**src/rtl/rr_stream_mux_if.sv**
```systemverilog
// ============================================================================
// rr_stream_mux_if : stream bundle for rr_stream_mux (NCH inputs, one output)
// Revision: 1.0
// ============================================================================
`default_nettype none

interface rr_stream_mux_if #(
   parameter int WIDTH = 4,
   parameter int NCH   = 4
);
   logic [NCH-1:0]       in_valid;
   logic [NCH*WIDTH-1:0] in_data;
   logic [NCH-1:0]       in_last;
   logic [NCH-1:0]       in_ready;
   logic                 out_valid;
   logic [WIDTH-1:0]     out_data;
   logic [$clog2(NCH)-1:0] out_ch;
   logic                 out_ready;

   modport master (
      output in_valid, in_data, in_last, out_ready,
      input  in_ready, out_valid, out_data, out_ch
   );

   modport slave (
      input  in_valid, in_data, in_last, out_ready,
      output in_ready, out_valid, out_data, out_ch
   );
endinterface

`default_nettype wire

```
**src/rtl/rr_stream_mux.sv**
```systemverilog
// ============================================================================
// rr_stream_mux : round-robin N:1 stream mux with a single registered output
// Optional packet lock via macro RR_MUX_PKT_LOCK_EN.   Revision: 1.0
// ============================================================================
`default_nettype none

module rr_stream_mux #(
   parameter int WIDTH = 4,
   parameter int NCH   = 4
) (
   input  logic clk,
   input  logic rst_n,
   rr_stream_mux_if.slave s
);
   localparam int CW = $clog2(NCH);
   localparam logic [CW-1:0] C_LAST_RST = CW'(NCH - 1);

   logic             out_valid_q, out_valid_d;
   logic [WIDTH-1:0] out_data_q,  out_data_d;
   logic [CW-1:0]    out_ch_q,    out_ch_d;
   logic [CW-1:0]    last_q,      last_d;

   logic             load_en;
   logic             xfer;
   logic             grant_found;
   logic [CW-1:0]    grant;
   logic [WIDTH-1:0] grant_data;
   logic [NCH-1:0]   ready_vec;

`ifdef RR_MUX_PKT_LOCK_EN
   typedef enum logic [0:0] {
      UNLOCKED = 1'b0,
      LOCKED   = 1'b1
   } lock_state_t;

   lock_state_t   lock_q, lock_d;
   logic [CW-1:0] lock_ch_q, lock_ch_d;
   logic          grant_last;
`else
   logic unused_last;
   assign unused_last = ^s.in_last;
`endif

   // Walk distances NCH..1 so the nearest valid channel after last_q wins.
   always_comb begin
      grant_found = 1'b0;
      grant       = '0;
      for (int k = NCH; k >= 1; k--) begin
         for (int i = 0; i < NCH; i++) begin
            if (i == (int'(last_q) + k) % NCH && s.in_valid[i]) begin
               grant_found = 1'b1;
               grant       = CW'(i);
            end
         end
      end
`ifdef RR_MUX_PKT_LOCK_EN
      if (lock_q == LOCKED) begin
         grant       = lock_ch_q;
         grant_found = 1'b0;
         for (int i = 0; i < NCH; i++) begin
            if (CW'(i) == lock_ch_q) grant_found = s.in_valid[i];
         end
      end
`endif
   end

   always_comb begin
      grant_data = '0;
`ifdef RR_MUX_PKT_LOCK_EN
      grant_last = 1'b0;
`endif
      for (int i = 0; i < NCH; i++) begin
         if (grant == CW'(i)) begin
            grant_data = s.in_data[i*WIDTH +: WIDTH];
`ifdef RR_MUX_PKT_LOCK_EN
            grant_last = s.in_last[i];
`endif
         end
      end
   end

   assign load_en = !out_valid_q || s.out_ready;
   // Gating with rst_n keeps every in_ready low while reset is held.
   assign xfer    = rst_n && load_en && grant_found;

   always_comb begin
      ready_vec = '0;
      for (int i = 0; i < NCH; i++) begin
         ready_vec[i] = xfer && (grant == CW'(i));
      end
   end

   always_comb begin
      out_valid_d = out_valid_q;
      out_data_d  = out_data_q;
      out_ch_d    = out_ch_q;
      last_d      = last_q;
      if (load_en) begin
         out_valid_d = grant_found;
         if (grant_found) begin
            out_data_d = grant_data;
            out_ch_d   = grant;
            last_d     = grant;
         end
      end
   end

`ifdef RR_MUX_PKT_LOCK_EN
   always_comb begin
      lock_d    = lock_q;
      lock_ch_d = lock_ch_q;
      if (xfer) begin
         case (lock_q)
            UNLOCKED: begin
               if (!grant_last) begin
                  lock_d    = LOCKED;
                  lock_ch_d = grant;
               end
            end
            LOCKED: begin
               if (grant_last) lock_d = UNLOCKED;
            end
            default: lock_d = UNLOCKED;
         endcase
      end
   end
`endif

   always_ff @(posedge clk or negedge rst_n) begin
      if (!rst_n) begin
         out_valid_q <= 1'b0;
         out_data_q  <= '0;
         out_ch_q    <= '0;
         last_q      <= C_LAST_RST;
`ifdef RR_MUX_PKT_LOCK_EN
         lock_q      <= UNLOCKED;
         lock_ch_q   <= '0;
`endif
      end else begin
         out_valid_q <= out_valid_d;
         out_data_q  <= out_data_d;
         out_ch_q    <= out_ch_d;
         last_q      <= last_d;
`ifdef RR_MUX_PKT_LOCK_EN
         lock_q      <= lock_d;
         lock_ch_q   <= lock_ch_d;
`endif
      end
   end

   assign s.in_ready  = ready_vec;
   assign s.out_valid = out_valid_q;
   assign s.out_data  = out_data_q;
   assign s.out_ch    = out_ch_q;

endmodule

`default_nettype wire

```
**src/flat_wrapper.sv**
```systemverilog
// flat-port wrapper written by rule: the top's interface ports become plain ports
module rr_stream_mux_flat 
#(
   parameter int WIDTH = 4,
   parameter int NCH   = 4
)
  (clk, rst_n, s_in_valid, s_in_data, s_in_last, s_out_ready, s_in_ready, s_out_valid, s_out_data, s_out_ch);
  rr_stream_mux_if #(.WIDTH(WIDTH), .NCH(NCH)) s_i ();
  input  logic clk;
  input  logic rst_n;
  input wire logic [$bits(s_i.in_valid)-1:0] s_in_valid;
  input wire logic [$bits(s_i.in_data)-1:0] s_in_data;
  input wire logic [$bits(s_i.in_last)-1:0] s_in_last;
  input wire logic [$bits(s_i.out_ready)-1:0] s_out_ready;
  output wire logic [$bits(s_i.in_ready)-1:0] s_in_ready;
  output wire logic [$bits(s_i.out_valid)-1:0] s_out_valid;
  output wire logic [$bits(s_i.out_data)-1:0] s_out_data;
  output wire logic [$bits(s_i.out_ch)-1:0] s_out_ch;
  assign s_i.in_valid = s_in_valid;
  assign s_i.in_data = s_in_data;
  assign s_i.in_last = s_in_last;
  assign s_i.out_ready = s_out_ready;
  assign s_in_ready = s_i.in_ready;
  assign s_out_valid = s_i.out_valid;
  assign s_out_data = s_i.out_data;
  assign s_out_ch = s_i.out_ch;
  rr_stream_mux #(.WIDTH(WIDTH), .NCH(NCH)) u_core (.clk(clk), .rst_n(rst_n), .s(s_i));
endmodule
```
**config.mk**
```make
export PLATFORM = sky130hd
export DESIGN_NAME = rr_stream_mux_flat
export DESIGN_NICKNAME = d
export VERILOG_FILES = /design/src/rtl/rr_stream_mux_if.sv /design/src/rtl/rr_stream_mux.sv /design/src/flat_wrapper.sv
export SDC_FILE = /design/constraint.sdc
export NUM_CORES = 1
export LEC_CHECK = 0
export CORE_MARGIN = 2
export CORE_UTILIZATION = 37
export CTS_BUF_LIST = sky130_fd_sc_hd__clkbuf_4 sky130_fd_sc_hd__clkbuf_8
export DETAILED_ROUTE_END_ITERATION = 6
export PLACE_DENSITY_LB_ADDON = 0.2
export SYNTH_ARGS = -nofsm -noshare
export SYNTH_HDL_FRONTEND = slang
export SYNTH_SLANG_ARGS = --single-unit
```
**constraint.sdc**
```tcl
create_clock -name clk -period 2.6 [get_ports clk]
set_input_delay 0.78 -clock clk [delete_from_list [all_inputs] [get_ports clk]]
set_output_delay 0.78 -clock clk [all_outputs]
set_load 0.01 [all_outputs]
```
==> results.cfg <==
[outcome]
outcome = finished, final reports clean

[global_route]
grt.total_usage_pct = 22.0
overflow = 0
antenna_found_initial = 0
first_global_vias = 785
grt_max_degree = 9
grt_pass1_wl_um = 3330

[synthesis]
synth-main-ff-cell = dfrtp_1
synth_area_per_cell_um2 = 9.38
syn_area_um2 = 619
yosysWarnings = 0
synth.distinct_cells = 32
synth_enable_flop_cells = 0
ys_seq_area_share_pct = 36.8
synth_seq_cells = 9
yosysTopAreaCell = dfrtp_1
syn-instance-count = 66
synth_top_area_share_pct = 28.3
syn-num-nets = 93
async_flop_share_pct = 100
synth.area.top_cells = dfrtp_1, dfstp_2, mux2i_1
synth_commonest_cells = nand2_1, nor2_1, dfrtp_1

[timing]
finalHoldViolCount = 0
post-route-min-period_ns = 2.53
max-slew-margin-rel_pct = 80.1
hold-worst-slack_ns = 0.475
fmax_mhz = 394
finClkSkew_ns = 0.00230
finalSetupTns_ns = 0
setup_violations = 0
worst_pin_slew_ns = 0.297
finalCritPeriodShare_pct = 97.5
drv_slew = 0

[drt]
wire_per_inst_um = 14.7
drt_wl_total_um = 2000
drt_iter0_drc = 11
ant_nets = 0
drc = 0
dr.pass1.iters = 5
via_count = 775
via_per_inst = 5.70

[placement]
gp_congestion = 0.803
portBuffers = 33
dpl.hpwl_um = 1440
place_area_um2 = 1070

[worst_hold_path]
hold_path_end = u_core.s.out_ch[1]
hold_depth = 2
hold_path_class = reg -> reg
hold_start = u_core.s.out_ch[1]

[clock_tree]
cts_buffer_depth = 2
root_buffer = clkbuf_4
hold_buffers = 0
clk_latency_ns = 0.26
cts_buffers = 3
cts.reportedPaths.clkPinSlew_ns = 0.07
tritoncts = built
cts_sinks = 9
h-tree-depth = 1

[setup_path]
end_kind = primary output
reg2reg_depth = 7
worst_setup_path_start_kind = input port
path_class = in -> out
crit_fanout = 6
cp.required_ns = 1.82
worst_r2r_endpoint = u_core.s.out_data[3]
timing.rr.start = u_core.last_q[1]
r2r_setup_slack_ns = 0.54
arrival_ns = 1.75

[power_and_ir_drop]
leakage_uw = 0.000516
ir_worst_vdd_mv = 0.377
p_per_area_nw_per_um2 = 541

[floorplan]
die_width_um = 44.9
core_um2 = 1540
std_cell_rows = 14
io_pins = 38
die_area_um2 = 2020
die_h_um = 44.9
start_util_pct = 40.2

[final_layout]
nNetsFinal = 148
fin_area_um2 = 1150
drive_gt1_share_pct = 39.2
post-route-util_pct = 74.7
diodes = 0
syn_to_final_growth_pct = 85.9

[job]
max-cap-violations = 0
## state kept, by name (all words and copies together) (netlist names)
register            cells
u_core.s.out_valid      1
u_core.last_q           2
u_core.s.out_data       4
u_core.s.out_ch         2
## stage by stage
| step | total power, uW | setup WS, ns | instances |
|---|---|---|---|
| 6_report | 623 | 0.0650 | 136 |
| 3_3_place_gp | 481 | -0.798 | 128 |
| 4_1_cts | 615 | -0.00142 | 135 |
| 5_1_grt | 660 | -0.00592 | 136 |
| 3_5_place_dp | 488 | -0.798 | 128 |
| 2_1_floorplan | 330 | 0.191 | 66 |
## cells by family after synthesis
kind of cell           synth area share [%]
AOI/OAI and AO/OA                      28.7
buffers and inverters                  1.21
DFF                                    36.8
muxes                                  10.1
and+or+nand+nor                        23.2
## cell usage in the layout, fill, tap and decap left out, types with 2 or more instances in the layout
cell and n:
buf_4 16, dfstp_2 2, clkdlybuf4s50_1 24, mux2i_1 4, nand2_1 8, nor2_1 8
o21ai_1 2, buf_2 7, clkbuf_4 4, a22oi_1 2, mux2_2 2, o21ai_0 2
dfrtp_1 7
## worst max-delay path, cell delays in order
cell,delay (ns)
clkbuf_4,0.16
or3b_4,0.39
o221ai_2,0.09
and4_1,0.21
buf_2,0.12
## metal layers
metal  global-route usage, %  wire (um)  vias up  share of wire (%)
li1                        -          -      364                  -
met4                    6.47          9        0               0.45
met5                       0          0        -                  0
met2                    41.7       1130       34                 57
met3                    2.00        114        2                5.7
met1                    25.9        745      375                 37
## power by group
part           switching (uW)  internal (uW)  total [uW]  leakage (uW)
clock network            52.6           56.8         109     0.0000177
logic                     131            176         307      0.000398
registers                30.3            177         207      0.000101
total                     213            410         623      0.000516
## timing repair
item,in CTS,in global routing
hold endpoints to repair,0,0
resized for setup,43,6
buffers inserted,3,1
pin swaps,3,4
setup endpoints to repair,4,4
## final cells by class
class	count	area, um2
sequential	9	228
timing repair buffer	50	427
tap	16	20.0
inverter	2	7.51
multi-input combinational	55	442
fill	126	390
clock buffer	3	22.5
clock inverter	1	5.00
## how the worst max path moves through the flow
stage	startpoint	endpoint	slack, ns	cells past startpoint
final	s_in_valid[1]	s_in_ready[0]	0.07	5
after floorplan	s_in_valid[1]	s_in_ready[0]	0.19	3
after global placement	s_in_valid[1]	s_in_ready[0]	-0.80	5
after detailed placement	s_in_valid[1]	s_in_ready[1]	-0.80	6
after global routing	s_in_valid[1]	s_in_ready[1]	-0.006	6
after CTS	s_in_valid[2]	s_in_ready[0]	-0.001	5
(Power assumes the default switching activity.)
